File: src/rtl/oversampling_sensor_pkg.sv
// Shared types and constants for the oversampling theremin sensor chain.
package oversampling_sensor_pkg;

  localparam int unsigned PKG_PERIOD_BITS        = 16;
  localparam int unsigned DEFAULT_TIMEOUT_CYCLES = 65536;

  typedef logic [PKG_PERIOD_BITS-1:0] period_t;

  typedef enum logic {
    FILLING,
    RUNNING
  } avg_state_e;

  // Window sum never overflows: 2^avg_log2 samples of period_bits each.
  function automatic int unsigned sum_width(input int unsigned period_bits,
                                            input int unsigned avg_log2);
    return period_bits + avg_log2;
  endfunction

endpackage

File: src/rtl/period_window_ram.sv
// Circular sample buffer: synchronous write, asynchronous read (distributed RAM).
module period_window_ram #(
  parameter int unsigned WIDTH     = 16,
  parameter int unsigned ADDR_BITS = 4
) (
  input  logic                 i_clk,
  input  logic                 i_we,
  input  logic [ADDR_BITS-1:0] i_waddr,
  input  logic [WIDTH-1:0]     i_wdata,
  input  logic [ADDR_BITS-1:0] i_raddr,
  output logic [WIDTH-1:0]     o_rdata
);

  logic [WIDTH-1:0] r_mem [2**ADDR_BITS];

  always_ff @(posedge i_clk) begin
    if (i_we) begin
      r_mem[i_waddr] <= i_wdata;
    end
  end

  assign o_rdata = r_mem[i_raddr];

endmodule

File: src/rtl/oversampling_period_averager.sv
// Sliding-window sum of the last 2^AVG_LOG2 period measurements, with
// loss-of-signal detection when samples stop arriving.
module oversampling_period_averager
  import oversampling_sensor_pkg::*;
#(
  parameter int unsigned PERIOD_BITS    = 16,
  parameter int unsigned AVG_LOG2       = 4,
  parameter int unsigned TIMEOUT_CYCLES = DEFAULT_TIMEOUT_CYCLES
) (
  input  logic                                         i_clk_parallel,
  input  logic                                         i_reset_n,
  input  logic                                         i_ce,
  input  logic                                         i_in_valid,
  input  logic [PERIOD_BITS-1:0]                       i_in_period,
  output logic                                         o_out_valid,
  output logic [sum_width(PERIOD_BITS, AVG_LOG2)-1:0]  o_out_sum,
  output logic                                         o_no_signal
);

  localparam int unsigned SUM_BITS  = sum_width(PERIOD_BITS, AVG_LOG2);
  localparam int unsigned DEPTH     = 1 << AVG_LOG2;
  localparam int unsigned IDLE_BITS = $clog2(TIMEOUT_CYCLES);

  localparam logic [AVG_LOG2:0]  FILL_FULL = (AVG_LOG2 + 1)'(DEPTH);
  localparam logic [AVG_LOG2:0]  FILL_LAST = (AVG_LOG2 + 1)'(DEPTH - 1);
  localparam logic [IDLE_BITS-1:0] IDLE_LAST = IDLE_BITS'(TIMEOUT_CYCLES - 1);

  logic [AVG_LOG2-1:0]    r_wptr;
  logic [AVG_LOG2:0]      r_fill;
  logic [SUM_BITS-1:0]    r_sum;
  logic [IDLE_BITS-1:0]   r_idle;
  logic                   r_fire;
  logic                   r_timeout;

  logic                   w_accept;
  logic                   w_expire;
  avg_state_e             w_state;
  logic [PERIOD_BITS-1:0] w_oldest;
  logic [SUM_BITS-1:0]    w_sum_next;

  period_window_ram #(
    .WIDTH     (PERIOD_BITS),
    .ADDR_BITS (AVG_LOG2)
  ) u_window (
    .i_clk   (i_clk_parallel),
    .i_we    (w_accept),
    .i_waddr (r_wptr),
    .i_wdata (i_in_period),
    .i_raddr (r_wptr),
    .o_rdata (w_oldest)
  );

  assign w_state  = (r_fill == FILL_FULL) ? RUNNING : FILLING;
  assign w_accept = i_ce & i_in_valid;
  // A sample in the expiry cycle keeps the signal alive.
  assign w_expire = i_ce & ~i_in_valid & (r_idle == IDLE_LAST);

  // Stale entries left over from before a timeout are masked until refilled.
  assign w_sum_next = r_sum + SUM_BITS'(i_in_period)
                    - ((w_state == RUNNING) ? SUM_BITS'(w_oldest) : '0);

  always_ff @(posedge i_clk_parallel or negedge i_reset_n) begin
    if (!i_reset_n) begin
      r_wptr      <= '0;
      r_fill      <= '0;
      r_sum       <= '0;
      r_idle      <= '0;
      r_fire      <= 1'b0;
      r_timeout   <= 1'b0;
      o_out_valid <= 1'b0;
      o_out_sum   <= '0;
      o_no_signal <= 1'b1;
    end else begin
      r_fire    <= w_accept & ((w_state == RUNNING) | (r_fill == FILL_LAST));
      r_timeout <= w_expire;

      if (w_accept) begin
        r_wptr <= r_wptr + 1'b1;
        r_sum  <= w_sum_next;
        r_idle <= '0;
        if (w_state == FILLING) begin
          r_fill <= r_fill + 1'b1;
        end
      end else if (w_expire) begin
        r_fill <= '0;
        r_sum  <= '0;
        r_idle <= '0;
      end else if (i_ce) begin
        r_idle <= r_idle + 1'b1;
      end

      // Output stage sits one register behind the running sum.
      o_out_valid <= r_fire;
      if (r_fire) begin
        o_out_sum   <= r_sum;
        o_no_signal <= 1'b0;
      end else if (r_timeout) begin
        o_out_sum   <= '0;
        o_no_signal <= 1'b1;
      end
    end
  end

endmodule

File: config.mk
export PLATFORM = sky130hd
export DESIGN_NAME = oversampling_period_averager
export DESIGN_NICKNAME = d
export VERILOG_FILES = /design/src/rtl/oversampling_sensor_pkg.sv /design/src/rtl/period_window_ram.sv /design/src/rtl/oversampling_period_averager.sv
export SDC_FILE = /design/constraint.sdc
export NUM_CORES = 1
export LEC_CHECK = 0
export CORE_UTILIZATION = 45
export DETAILED_ROUTE_END_ITERATION = 10
export PLACE_DENSITY = 0.62
export SYNTH_ARGS = -nofsm -noshare
export SYNTH_HDL_FRONTEND = slang
export SYNTH_HIERARCHICAL = 1
export SYNTH_SLANG_ARGS = --single-unit
File: constraint.sdc
create_clock -name i_clk_parallel -period 8.65 [get_ports i_clk_parallel]
set_input_delay 2.595 -clock i_clk_parallel [delete_from_list [all_inputs] [get_ports i_clk_parallel]]
set_output_delay 2.595 -clock i_clk_parallel [all_outputs]
set_load 0.02 [all_outputs]
==> results.yml <==
layout:
  stdcell_count: 1367
  n_antenna_cell: 0
  utilization: 0.526
  syn2layout_area_growth_pct: 14.1
  fin_nets: 1004
  drive_gt1_frac: 0.154
drt:
  dr_total_vias: 7619
  via_per_inst: 5.57
  drt_pass1_iterations: 6
  wl_per_cell_um: 20.5
  drtAntennaViolNets: 0
  drc_errors: 0
  wirelength_um: 28000
  first_iter_violations: 529
placement:
  dp_cells: 1302
  place_ws_ps: 2330
  gp_congestion: 0.825
  io_buffers: 41
  dp_hpwl_um: 17500
synth:
  yosysSeqAreaShare: 0.665
  synth_fp_nets: 950
  yosysMostFrequentCell: "edfxtp_1"
  synth_common_cells: "edfxtp_1, inv_1, dfrtp_1, mux4_2, nand2_1"
  syn_area_per_cell_sq_um: 15.9
  yosysUniqueCellTypes: 65
  yosysTopAreaCell: "edfxtp_1"
  synth_edf_count: 256
  ys_async_sr_fraction: 0.212
  synth-main-ff-cell: "edfxtp_1"
  ys_ff_latch: 325
  syn_area_sq_um: 14200
  ys.warnings.count: 6
  ys_top_cells_by_area: "edfxtp_1, dfrtp_1, mux4_2"
  synth_top_area_share: 0.543
  synthCells: 890
worst_hold_path:
  hp-class: "register to register"
power:
  leakage_nw: 5.87
  ir_worst_vdd_v: 0.000189
  powerDensity_nw_per_um2: 361
clocking:
  cts_tree: "built"
  cts_resized: 0
  numCtsBuffers: 36
  h-tree-depth: 2
  post_cts_buffers: 0
  cts_root_buffer: "clkbuf_16"
  clkTransAtPathRegs_ps: 60
  insertion_delay_ps: 530
  clkSinkCount: 325
  cts.path.max_buffers: 3
  cts-hold-fix-buffers: 0
timing:
  hold_viol: 0
  fin_crit_ps: 5750
  finalMaxSlewViolations: 0
  setup_ws_ps: 2900
  worst_hold_slack_ps: 484
  fmax_ghz: 0.174
  maxSlewHeadroom: 0.185
  rsz0062_at_grt: "false"
  worst_pin_slew_ps: 1220
  fin_crit_sh: 0.665
  finalSetupViolCount: 0
  fin_worst_skew_ps: 13.2
  fin_setup_tns_ps: 0
floorplanning:
  coreArea_sq_um: 30700
  die-area_sq_um: 32200
  die_h_um: 179
  rows: 64
  die_w_um: 179
  start_util: 0.461
  design.portCount: 42
worst_setup_path:
  crit_fanout: 31
  cpMaxStageDelayCell: "nand2_1"
  startpoint_type: "primary input"
  crit_path_frequent_cell: "buf_4"
  slowest_delay_ps: 700
  cp_data_arrival_time_ps: 5990
  timing.critical_path.to_type: "register"
  worstPathRequired_ps: 8880
  setup.worst_path.class: "primary input to register"
  path_cells: "clkdlybuf4s50_1 > nand2_1 > inv_1 > buf_4 > or3b_2 > nor3_2 > buf_4"
global_route:
  globalRouteTotalUtil: 0.180
  grt_max_degree: 75
  grt_overflow_total: 0
  grt_pass1_wl_um: 44700
  grt_pass1_vias: 7909
  antenna_found_initial: 0
status:
  outcome: "completed"
job:
  cap_violations: 0
flip-flops by register name, indices dropped and copies added (netlist names):
signal          cells
r_idle             16
r_wptr              4
o_no_signal         1
r_fire              1
r_timeout           1
o_out_valid         1
r_sum              20
u_window/r_mem    256
o_out_sum          20
r_fill              5
final timing paths:
path / cells after the start / from / to / slack [ps]
worst max-delay path: 7 / i_ce / u_window/r_mem[0][10] / 2900
worst min-delay path: 2 / o_no_signal / o_no_signal / 480
worst max register to register: 15 / r_wptr[0] / r_sum[19] / 3240
worst min register to register: 2 / o_no_signal / o_no_signal / 480
max in group asynchronous: 1 / i_reset_n / r_wptr[0] / 5790
min in group asynchronous: 1 / i_reset_n / r_sum[14] / 2180
placed cells by master (no fill, tap or decap), types with 4 or more instances in the layout:
cell | netlist | layout
buf_4 | 5 | 18
a21oi_1 | 18 | 18
edfxtp_1 | 256 | 256
nand3_1 | 13 | 13
mux4_2 | 54 | 54
ha_1 | 24 | 24
a31oi_1 | 4 | 4
clkinv_2 | 0 | 4
nand4_1 | 8 | 8
nor3_2 | 0 | 4
nor2_1 | 47 | 35
a22oi_1 | 33 | 33
a22o_1 | 20 | 20
o21ai_0 | 14 | 14
dfrtp_1 | 68 | 66
xor2_1 | 18 | 18
mux4_1 | 10 | 10
clkdlybuf4s50_1 | 0 | 40
and3_1 | 6 | 6
nand2_1 | 48 | 48
xnor2_1 | 13 | 13
clkinv_1 | 0 | 7
inv_1 | 78 | 78
fa_1 | 16 | 16
o22ai_1 | 18 | 18
clkbuf_1 | 18 | 12
clkbuf_16 | 0 | 38
nor2_2 | 0 | 12
and2_1 | 17 | 17
a21o_1 | 4 | 4
routing by layer:
metal  track usage  up-vias  part of all wire
met1         0.257     3933              0.47
li1              -     3504                 -
met3        0.0274       38             0.037
met5             0        -                 0
met4        0.0524        0             0.018
met2         0.287      144              0.47
worst max-delay path, delay by kind of cell:
family | cells | cell delay, ps
simple gates | 3 | 1830
buf+inv | 4 | 1560
logic make-up (layout without fill, tap and decap cells):
group                      Yosys count  in the layout  share of synthesized area
muxes                               69             69                      0.108
and+or+nand+nor                    168            168                     0.0573
buffers and inverters              120            201                     0.0372
DFF                                325            325                      0.665
xor gates and xnor gates            31             31                     0.0192
AOI/OAI and AO/OA                  137            137                     0.0694
adders and majority gates           40             40                     0.0438
stage by stage:
stage               area [sq um]  power (mW)
detailed placement         15000        4.41
finish                     16200        5.83
global route               16200        6.20
floorplan                  14200        3.83
global placement           15000        4.39
CTS                        16200        5.87
area by class of cell:
cell class	instances	area [sq um]
fill	2555	14600
sequential	325	9420
multi-input combinational	445	4290
clock buffer	51	1010
timing repair buffer	58	536
tap	396	495
inverter	78	293
clock inverter	14	123
power by group:
part           leakage [nW]  internal, mW  switching (mW)
Clock                 0.549         0.849           0.593
Sequential             3.18          1.87           0.174
Combinational          2.14          1.04            1.30
Note: power is estimated with default switching activity, not from simulation.
